==> config.mk <==
export PLATFORM = sky130hd
export DESIGN_NAME = fnd_axi_lite_regs_flat
export DESIGN_NICKNAME = d
export VERILOG_FILES = /design/src/rtl/fnd_regs_pkg.sv /design/src/rtl/fnd_axi_lite_regs_if.sv /design/src/rtl/fnd_tick_prescaler.sv /design/src/rtl/fnd_axi_lite_regs.sv /design/src/flat_wrapper.sv
export SDC_FILE = /design/constraint.sdc
export NUM_CORES = 1
export LEC_CHECK = 0
export ABC_AREA = 1
export ABC_CLOCK_PERIOD_IN_PS = 4900
export BUFFER_PORTS_ARGS = -buffer_cell sky130_fd_sc_hd__buf_2
export CAP_MARGIN = 20
export CORE_MARGIN = 2
export CORE_UTILIZATION = 40
export DETAILED_ROUTE_END_ITERATION = 7
export PLACE_DENSITY = 0.73
export SLEW_MARGIN = 15
export SYNTH_ARGS = -nofsm -noshare
export SYNTH_HDL_FRONTEND = slang
export SYNTH_SLANG_ARGS = --single-unit
==> constraint.sdc <==
create_clock -name i_clk -period 4.9 [get_ports i_clk]
set_input_delay 0.49 -clock i_clk [delete_from_list [all_inputs] [get_ports i_clk]]
set_output_delay 0.49 -clock i_clk [all_outputs]
set_load 0.005 [all_outputs]
==> src/rtl/fnd_regs_pkg.sv <==
// Shared definitions for the FND AXI4-Lite register block.
// Register offsets, CTRL bit positions, value limit and FSM state types.
// Also holds the byte-strobe merge helper used on the write path.
package fnd_regs_pkg;

  // Byte offsets of the word-aligned registers
  localparam logic [3:0] OFF_CTRL     = 4'h0;
  localparam logic [3:0] OFF_VALUE    = 4'h4;
  localparam logic [3:0] OFF_VERSION  = 4'h8;
  localparam logic [3:0] OFF_TICK_DIV = 4'hC;

  // CTRL bit indices
  localparam int CTRL_ON    = 0;
  localparam int CTRL_CLEAR = 1;
  localparam int CTRL_AUTO  = 2;

  // Largest value the 4-digit display can show
  localparam int unsigned VALUE_MAX = 9999;
  localparam int          VALUE_W   = 14;

  typedef enum logic [1:0] {
    W_IDLE,
    W_HAVE_A,
    W_HAVE_D,
    W_RESP
  } wr_state_e;

  typedef enum logic {
    R_IDLE,
    R_DATA
  } rd_state_e;

  // Replace the bytes of old_w selected by be with the matching bytes of new_w
  function automatic logic [31:0] apply_strb(input logic [31:0] old_w,
                                             input logic [31:0] new_w,
                                             input logic [3:0]  be);
    logic [31:0] r;
    for (int b = 0; b < 4; b++) begin
      r[8*b +: 8] = be[b] ? new_w[8*b +: 8] : old_w[8*b +: 8];
    end
    return r;
  endfunction

endpackage

==> src/rtl/fnd_axi_lite_regs_if.sv <==
// AXI4-Lite bus bundle (32-bit data) between the interconnect and the FND register block.
// No storage; pure wiring.
// Master drives valids and payloads, slave drives readys and responses.
interface fnd_axi_lite_regs_if #(
  parameter int C_ADDR_WIDTH = 4
);
  logic [C_ADDR_WIDTH-1:0] awaddr;
  logic                    awvalid;
  logic                    awready;
  logic [31:0]             wdata;
  logic [3:0]              wstrb;
  logic                    wvalid;
  logic                    wready;
  logic [1:0]              bresp;
  logic                    bvalid;
  logic                    bready;
  logic [C_ADDR_WIDTH-1:0] araddr;
  logic                    arvalid;
  logic                    arready;
  logic [31:0]             rdata;
  logic [1:0]              rresp;
  logic                    rvalid;
  logic                    rready;

  modport master (
    output awaddr, awvalid, wdata, wstrb, wvalid, bready, araddr, arvalid, rready,
    input  awready, wready, bresp, bvalid, arready, rdata, rresp, rvalid
  );

  modport slave (
    input  awaddr, awvalid, wdata, wstrb, wvalid, bready, araddr, arvalid, rready,
    output awready, wready, bresp, bvalid, arready, rdata, rresp, rvalid
  );
endinterface

==> src/rtl/fnd_tick_prescaler.sv <==
// Prescaler: counts 0..i_div-1 while enabled and flags the terminal count (i_div of 0 acts as 1).
// Latency: o_tick is combinational from the count; the counter restarts on the tick edge.
// Backpressure: none; disabling holds the count at 0.
module fnd_tick_prescaler (
  input  logic        i_clk,
  input  logic        i_reset,
  input  logic        i_en,
  input  logic [31:0] i_div,
  output logic        o_tick
);
  logic [31:0] cnt;
  logic [31:0] last;

  // A divider of 0 behaves like 1 so the tick fires every cycle
  assign last   = (i_div == 32'd0) ? 32'd0 : i_div - 32'd1;
  // >= keeps the counter from running away if the divider shrinks mid-count
  assign o_tick = i_en && (cnt >= last);

  // Free-running count that wraps at the terminal value, parked at 0 when idle
  always_ff @(posedge i_clk) begin
    if (!i_reset || !i_en) begin
      cnt <= '0;
    end else if (cnt >= last) begin
      cnt <= '0;
    end else begin
      cnt <= cnt + 32'd1;
    end
  end
endmodule

==> src/rtl/fnd_axi_lite_regs.sv <==
// AXI4-Lite register file (CTRL, VALUE, VERSION, TICK_DIV) driving the FND controller inputs.
// Latency: registers update on the edge completing AW+W, B one cycle later; R data one cycle after AR.
// Backpressure: one write and one read outstanding; AW/W/AR refused until B/R is accepted.
// Optional auto-count (prescaler + TICK_DIV register) enabled by defining FND_AUTO_COUNT_EN.
module fnd_axi_lite_regs #(
  parameter int          C_ADDR_WIDTH = 4,
  parameter int          C_DATA_WIDTH = 32,
  parameter int unsigned VALUE_MAX    = fnd_regs_pkg::VALUE_MAX,
  parameter logic [31:0] TICK_DIV_RST = 32'd100_000_000,
  parameter logic [31:0] VERSION      = 32'h464E_4401
) (
  input  logic                i_clk,
  input  logic                i_reset,
  fnd_axi_lite_regs_if.slave  s_axi,
  output logic [13:0]         o_value,
  output logic                o_OnOffSW,
  output logic                o_ClearBTN
);
  import fnd_regs_pkg::*;

  localparam logic [13:0] VMAX14 = 14'(VALUE_MAX);

  logic [C_ADDR_WIDTH-1:0] aw_addr;
  logic [C_ADDR_WIDTH-1:0] ar_addr;
  assign aw_addr = s_axi.awaddr;
  assign ar_addr = s_axi.araddr;

  // Write channel state
  wr_state_e   w_state;
  logic        aw_rdy;
  logic        w_rdy;
  logic        b_vld;
  logic [1:0]  aw_idx;
  logic [31:0] w_dat;
  logic [3:0]  w_strb;

  // Read channel state
  rd_state_e               r_state;
  logic                    ar_rdy;
  logic                    r_vld;
  logic [C_DATA_WIDTH-1:0] r_dat;

  // Register storage
  logic        ctrl_on;
  logic        ctrl_clear;
  logic        ctrl_auto;
  logic [13:0] value_q;

  // Write event seen by the register file this cycle
  logic        wr_fire;
  logic [3:0]  wr_off;
  logic [31:0] wr_data;
  logic [3:0]  wr_be;
  logic [31:0] merged;
  logic [13:0] value_sat;

  logic unused_addr_bits;
  assign unused_addr_bits = ^{aw_addr[1:0], ar_addr[1:0]};

`ifdef FND_AUTO_COUNT_EN
  logic [31:0] tick_div;
  logic        tick;

  fnd_tick_prescaler u_prescaler (
    .i_clk   (i_clk),
    .i_reset (i_reset),
    .i_en    (ctrl_auto && !ctrl_clear),
    .i_div   (tick_div),
    .o_tick  (tick)
  );
`else
  logic unused_tick_div_rst;
  assign ctrl_auto           = 1'b0;
  assign unused_tick_div_rst = ^TICK_DIV_RST;
`endif

  // Software-visible word of the register at a given offset
  function automatic logic [31:0] read_reg(input logic [3:0] off);
    logic [31:0] r;
    r = '0;
    case (off)
      OFF_CTRL: begin
        r[CTRL_ON]    = ctrl_on;
        r[CTRL_CLEAR] = ctrl_clear;
        r[CTRL_AUTO]  = ctrl_auto;
      end
      OFF_VALUE:    r[13:0] = value_q;
      OFF_VERSION:  r = VERSION;
`ifdef FND_AUTO_COUNT_EN
      OFF_TICK_DIV: r = tick_div;
`endif
      default:      r = '0;
    endcase
    return r;
  endfunction

  // Select address/data for the write that completes this cycle (fresh or latched side)
  always_comb begin
    wr_fire = 1'b0;
    wr_off  = {aw_addr[3:2], 2'b00};
    wr_data = s_axi.wdata;
    wr_be   = s_axi.wstrb;
    case (w_state)
      W_IDLE:   wr_fire = s_axi.awvalid && s_axi.wvalid;
      W_HAVE_A: begin
        wr_fire = s_axi.wvalid;
        wr_off  = {aw_idx, 2'b00};
      end
      W_HAVE_D: begin
        wr_fire = s_axi.awvalid;
        wr_data = w_dat;
        wr_be   = w_strb;
      end
      default:  wr_fire = 1'b0;
    endcase
  end

  // Merge strobes into the current word, then clamp for VALUE
  always_comb begin
    merged    = apply_strb(read_reg(wr_off), wr_data, wr_be);
    value_sat = (merged > 32'(VALUE_MAX)) ? VMAX14 : merged[13:0];
  end

  // Write FSM: pair AW and W in any order, then hold B until accepted
  always_ff @(posedge i_clk) begin
    if (!i_reset) begin
      w_state <= W_IDLE;
      aw_rdy  <= 1'b1;
      w_rdy   <= 1'b1;
      b_vld   <= 1'b0;
      aw_idx  <= '0;
      w_dat   <= '0;
      w_strb  <= '0;
    end else begin
      case (w_state)
        W_IDLE: begin
          if (s_axi.awvalid && s_axi.wvalid) begin
            aw_rdy  <= 1'b0;
            w_rdy   <= 1'b0;
            b_vld   <= 1'b1;
            w_state <= W_RESP;
          end else if (s_axi.awvalid) begin
            aw_idx  <= aw_addr[3:2];
            aw_rdy  <= 1'b0;
            w_state <= W_HAVE_A;
          end else if (s_axi.wvalid) begin
            w_dat   <= s_axi.wdata;
            w_strb  <= s_axi.wstrb;
            w_rdy   <= 1'b0;
            w_state <= W_HAVE_D;
          end
        end
        W_HAVE_A: begin
          if (s_axi.wvalid) begin
            w_rdy   <= 1'b0;
            b_vld   <= 1'b1;
            w_state <= W_RESP;
          end
        end
        W_HAVE_D: begin
          if (s_axi.awvalid) begin
            aw_rdy  <= 1'b0;
            b_vld   <= 1'b1;
            w_state <= W_RESP;
          end
        end
        W_RESP: begin
          if (s_axi.bready) begin
            b_vld   <= 1'b0;
            aw_rdy  <= 1'b1;
            w_rdy   <= 1'b1;
            w_state <= W_IDLE;
          end
        end
        default: begin
          aw_rdy  <= 1'b1;
          w_rdy   <= 1'b1;
          b_vld   <= 1'b0;
          w_state <= W_IDLE;
        end
      endcase
    end
  end

  // Register file: software writes override an auto-count tick in the same cycle
  always_ff @(posedge i_clk) begin
    if (!i_reset) begin
      ctrl_on    <= 1'b0;
      ctrl_clear <= 1'b0;
      value_q    <= '0;
`ifdef FND_AUTO_COUNT_EN
      ctrl_auto  <= 1'b0;
      tick_div   <= TICK_DIV_RST;
`endif
    end else begin
`ifdef FND_AUTO_COUNT_EN
      if (tick) begin
        value_q <= (value_q == VMAX14) ? 14'd0 : value_q + 14'd1;
      end
`endif
      if (wr_fire) begin
        case (wr_off)
          OFF_CTRL: begin
            ctrl_on    <= merged[CTRL_ON];
            ctrl_clear <= merged[CTRL_CLEAR];
`ifdef FND_AUTO_COUNT_EN
            ctrl_auto  <= merged[CTRL_AUTO];
`endif
          end
          OFF_VALUE:    value_q  <= value_sat;
`ifdef FND_AUTO_COUNT_EN
          OFF_TICK_DIV: tick_div <= merged;
`endif
          default:      ;
        endcase
      end
    end
  end

  // Read FSM: capture the word on AR, hold R until accepted
  always_ff @(posedge i_clk) begin
    if (!i_reset) begin
      r_state <= R_IDLE;
      ar_rdy  <= 1'b1;
      r_vld   <= 1'b0;
      r_dat   <= '0;
    end else begin
      case (r_state)
        R_IDLE: begin
          if (s_axi.arvalid) begin
            r_dat   <= C_DATA_WIDTH'(read_reg({ar_addr[3:2], 2'b00}));
            r_vld   <= 1'b1;
            ar_rdy  <= 1'b0;
            r_state <= R_DATA;
          end
        end
        R_DATA: begin
          if (s_axi.rready) begin
            r_vld   <= 1'b0;
            ar_rdy  <= 1'b1;
            r_state <= R_IDLE;
          end
        end
        default: begin
          r_vld   <= 1'b0;
          ar_rdy  <= 1'b1;
          r_state <= R_IDLE;
        end
      endcase
    end
  end

  assign s_axi.awready = aw_rdy;
  assign s_axi.wready  = w_rdy;
  assign s_axi.bvalid  = b_vld;
  assign s_axi.bresp   = 2'b00;
  assign s_axi.arready = ar_rdy;
  assign s_axi.rvalid  = r_vld;
  assign s_axi.rdata   = r_dat;
  assign s_axi.rresp   = 2'b00;

  assign o_value    = value_q;
  assign o_OnOffSW  = ctrl_on;
  assign o_ClearBTN = ctrl_clear;
endmodule

==> src/flat_wrapper.sv <==
// flat-port wrapper written by rule: the top's interface ports become plain ports
module fnd_axi_lite_regs_flat import fnd_regs_pkg::*;
#(
  parameter int          C_ADDR_WIDTH = 4,
  parameter int          C_DATA_WIDTH = 32,
  parameter int unsigned VALUE_MAX    = fnd_regs_pkg::VALUE_MAX,
  parameter logic [31:0] TICK_DIV_RST = 32'd100_000_000,
  parameter logic [31:0] VERSION      = 32'h464E_4401
)
  (i_clk, i_reset, o_value, o_OnOffSW, o_ClearBTN, s_axi_awaddr, s_axi_awvalid, s_axi_wdata, s_axi_wstrb, s_axi_wvalid, s_axi_bready, s_axi_araddr, s_axi_arvalid, s_axi_rready, s_axi_awready, s_axi_wready, s_axi_bresp, s_axi_bvalid, s_axi_arready, s_axi_rdata, s_axi_rresp, s_axi_rvalid);
  fnd_axi_lite_regs_if #(.C_ADDR_WIDTH(C_ADDR_WIDTH)) s_axi_i ();
  input  logic i_clk;
  input  logic i_reset;
  output logic [13:0] o_value;
  output logic o_OnOffSW;
  output logic o_ClearBTN;
  input wire logic [$bits(s_axi_i.awaddr)-1:0] s_axi_awaddr;
  input wire logic [$bits(s_axi_i.awvalid)-1:0] s_axi_awvalid;
  input wire logic [$bits(s_axi_i.wdata)-1:0] s_axi_wdata;
  input wire logic [$bits(s_axi_i.wstrb)-1:0] s_axi_wstrb;
  input wire logic [$bits(s_axi_i.wvalid)-1:0] s_axi_wvalid;
  input wire logic [$bits(s_axi_i.bready)-1:0] s_axi_bready;
  input wire logic [$bits(s_axi_i.araddr)-1:0] s_axi_araddr;
  input wire logic [$bits(s_axi_i.arvalid)-1:0] s_axi_arvalid;
  input wire logic [$bits(s_axi_i.rready)-1:0] s_axi_rready;
  output wire logic [$bits(s_axi_i.awready)-1:0] s_axi_awready;
  output wire logic [$bits(s_axi_i.wready)-1:0] s_axi_wready;
  output wire logic [$bits(s_axi_i.bresp)-1:0] s_axi_bresp;
  output wire logic [$bits(s_axi_i.bvalid)-1:0] s_axi_bvalid;
  output wire logic [$bits(s_axi_i.arready)-1:0] s_axi_arready;
  output wire logic [$bits(s_axi_i.rdata)-1:0] s_axi_rdata;
  output wire logic [$bits(s_axi_i.rresp)-1:0] s_axi_rresp;
  output wire logic [$bits(s_axi_i.rvalid)-1:0] s_axi_rvalid;
  assign s_axi_i.awaddr = s_axi_awaddr;
  assign s_axi_i.awvalid = s_axi_awvalid;
  assign s_axi_i.wdata = s_axi_wdata;
  assign s_axi_i.wstrb = s_axi_wstrb;
  assign s_axi_i.wvalid = s_axi_wvalid;
  assign s_axi_i.bready = s_axi_bready;
  assign s_axi_i.araddr = s_axi_araddr;
  assign s_axi_i.arvalid = s_axi_arvalid;
  assign s_axi_i.rready = s_axi_rready;
  assign s_axi_awready = s_axi_i.awready;
  assign s_axi_wready = s_axi_i.wready;
  assign s_axi_bresp = s_axi_i.bresp;
  assign s_axi_bvalid = s_axi_i.bvalid;
  assign s_axi_arready = s_axi_i.arready;
  assign s_axi_rdata = s_axi_i.rdata;
  assign s_axi_rresp = s_axi_i.rresp;
  assign s_axi_rvalid = s_axi_i.rvalid;
  fnd_axi_lite_regs #(.C_ADDR_WIDTH(C_ADDR_WIDTH), .C_DATA_WIDTH(C_DATA_WIDTH), .VALUE_MAX(VALUE_MAX), .TICK_DIV_RST(TICK_DIV_RST), .VERSION(VERSION)) u_core (.i_clk(i_clk), .i_reset(i_reset), .s_axi(s_axi_i), .o_value(o_value), .o_OnOffSW(o_OnOffSW), .o_ClearBTN(o_ClearBTN));
endmodule
==> metrics.txt <==
DIE HEIGHT between 100 and 150 um; Final Cycle Share between 60% and 70%; commonest non-fill, non-tap cell in the layout nor2_1; DR pass1 iterations 5; Worst Skew roughly 0.013 ns; Total GRT Usage 18.2%; Final nets about 700; area leader, netlist dfxtp_1; post-route minimum period 3.03 ns; sequential cell area ~1500 sq um; worst slack at placement around 1.9 ns; number of diodes 0; Crit path required time between 5 and 6 ns; layout cells sized above 1 between 10% and 20%; RR Startpoint u_core.w_state[1]; CP Launch Type flop; slew margin rel. around 42%; # Post-CTS Setup Buffers 0; register bit count reported by yosys a little under 80; die area roughly 11000 sq um; min-delay src s_axi_wdata[23]; post-synthesis cell area about 4000 sq um; Clock Sink Count 77; Compound-Gate Fraction of Synth Area between 10% and 20%; WS Path Type flop to flop; PortBufs ~90; # DRC 0; Max Root-Sink Buffers 2; CP cell instances inv_1 > ha_1 > nand2_1 > o21ai_0 > inv_1 > ha_1 > inv_1 > nor2_2 > inv_1 > or2_1 > o21bai_1 > inv_1; Synth area leaders dfxtp_1 40%, nor2_1 10%, nand2_1 9.9%, o21ai_0 8.2%, ha_1 4.5%; initial antenna violation count 0; main combinational cell family by area after synthesis simple AND/OR/NAND/NOR gates; H-tree Lvls 3; register area share after synthesis between 30% and 40%; maximum vdd drop about 200 uV; final worst slack 1.87 ns; io pins roughly 110; worst-path fanout max 25; Max Freq 0.330 GHz; # Max-Cap Violations 0; post-synth cell types 36; Least-Margin Pin Slew ~0.86 ns; total power 1980 uW; Worst EP arrival 3.27 ns; per-cell routed wire length about 12 um; Rows 35; most frequent cells in the layout 108 x nor2_1, 103 x nand2_1, 89 x buf_2, 77 x dfxtp_1, 64 x o21ai_0; Worst-Skew Late Latency around 0.34 ns; vias in the first global route around 3400; Hold Violations, Final 0; slowest stage delay, CP 0.61 ns; hold endpoint u_core.w_dat[23]; Post-CTS Resized 0; endpoints failing setup 0; root buffer cell clkbuf_8; Placeable Area between 9000 and 10000 sq um; Cells after Synth ~560; final hold slack approximately 0.38 ns; HPWL Detailed slightly below 7000 um; status finished, final reports clean; CP max stage cell nor2_2; CP most frequent cell inv_1; post-synthesis simple-gate area fraction 27.0%; Die X approximately 100 um; CTS buffer count 9; post-synth top area share about two fifths; YS warnings 0; R2R setup slack around 1.9 ns; largest net degree at the start of global routing 60; CTS tree done; Lkg Pwr between 0.002 and 0.0025 uW; WL final slightly above 9000 um; filler instances 988; RSZ-0062 raised after global routing false; Final Max Slew Viols 0; vias 3734; Power per Cell Area 437 nW/um^2; gpl congestion 0.856; XOR/XNOR Fraction of Synth Area 0%; R2R depth 12; worst reg2reg endpoint u_core.o_value[0]; multiplexer share of the synthesized area 0%; WHS Path Cells 3; drt first-iter violations ~190; Routed Antenna Nets 0; Initial Util between 40% and 50%; Hold Crit Class input port to flop; vias per cell between 4 and 5; area occupied by multi-input gates slightly below 2000 sq um; global-route wire length before repair 15400 um; Overflow after GRT 0; Hold Buf Count CTS 0; final core utilization 48.5%; Post-Synth Adder-Cell Area about 4.5%; Reg clk slew, reported paths roughly 0.080 ns; Worst setup EP type flop; synth-to-layout area growth 16.4%; Setup TNS 0 ns; Mean Syn Cell Area around 7.0 sq um
==> critical path: cells and delay by family, from the launching register on <==
| family | cells | cell delay [ns] |
|---|---|---|
| fa+ha+maj | 2 | 0.71 |
| compound gates | 2 | 0.28 |
| flops | 1 | 0.36 |
| buf+inv | 5 | 0.61 |
| simple gates | 3 | 0.96 |
==> stage by stage <==
step	instance area (sq um)	cells
6_report	4520	763
5_1_grt	4520	763
4_1_cts	4510	762
3_5_place_dp	4290	746
3_3_place_gp	4290	746
2_1_floorplan	3940	571
==> power by group <==
group / internal (uW) / leakage (uW) / switching, uW
logic: 227 / 0.00151 / 426
clock network: 287 / 0.000110 / 230
registers: 733 / 0.000630 / 71.4
==> cells by family after synthesis <==
kind of cell,after synthesis
buf+inv,86
fa+ha+maj,14
other cells,1
simple gates,257
compound gates,123
flops,77
==> layout make-up <==
class	instances	area share, %
multi-input cells	408	43.7
flip-flops and latches	77	34.1
repair buffers	92	10.5
well taps	129	3.57
inverters	41	3.40
clock buffers	10	2.82
clock inverters	6	1.94
==> Yosys cell counts (all sizes together) <==
master and count:
nor2 110, nand2 107, dfxtp 77, o21ai 66
inv 39, buf 30, a21oi 26, nand3 25
clkbuf 15, ha 14, a22oi 10, nor3 6
o21bai 6, or2 4, a31oi 3, nand3b 3
a221o 2, a22o 2, and3 2, clkinv 2
o211ai 2, o31ai 2, a211oi 1, a311oi 1
conb 1, o22ai 1, o311ai 1
==> registers in the layout, summed over array words and instances, names as in the netlist, 2 cells and up <==
name,flops
u_core.aw_idx,2
u_core.o_value,14
u_core.s_axi.rdata,15
u_core.w_dat,32
u_core.w_state,2
u_core.w_strb,4
==> routing by layer <==
layer	GRT usage, %	up-vias	routed length (um)
li1	-	1923	-
met1	23.1	1653	4170
met2	29.7	140	4310
met3	4.81	18	625
met4	7.08	0	192
met5	0	-	0
==> how the worst max path moves through the flow <==
stage,start,to,slack [ns]
2_1_floorplan,u_core.w_state[1],u_core.o_value[0],2.55
3_3_place_gp,u_core.w_state[1],u_core.o_value[0],2.00
3_5_place_dp,u_core.w_state[1],u_core.o_value[0],1.87
4_1_cts,u_core.w_state[1],u_core.o_value[0],1.85
5_1_grt,u_core.w_state[1],u_core.o_value[0],1.48
6_report,u_core.w_state[1],u_core.o_value[0],1.87
(Power assumes the default switching activity.)
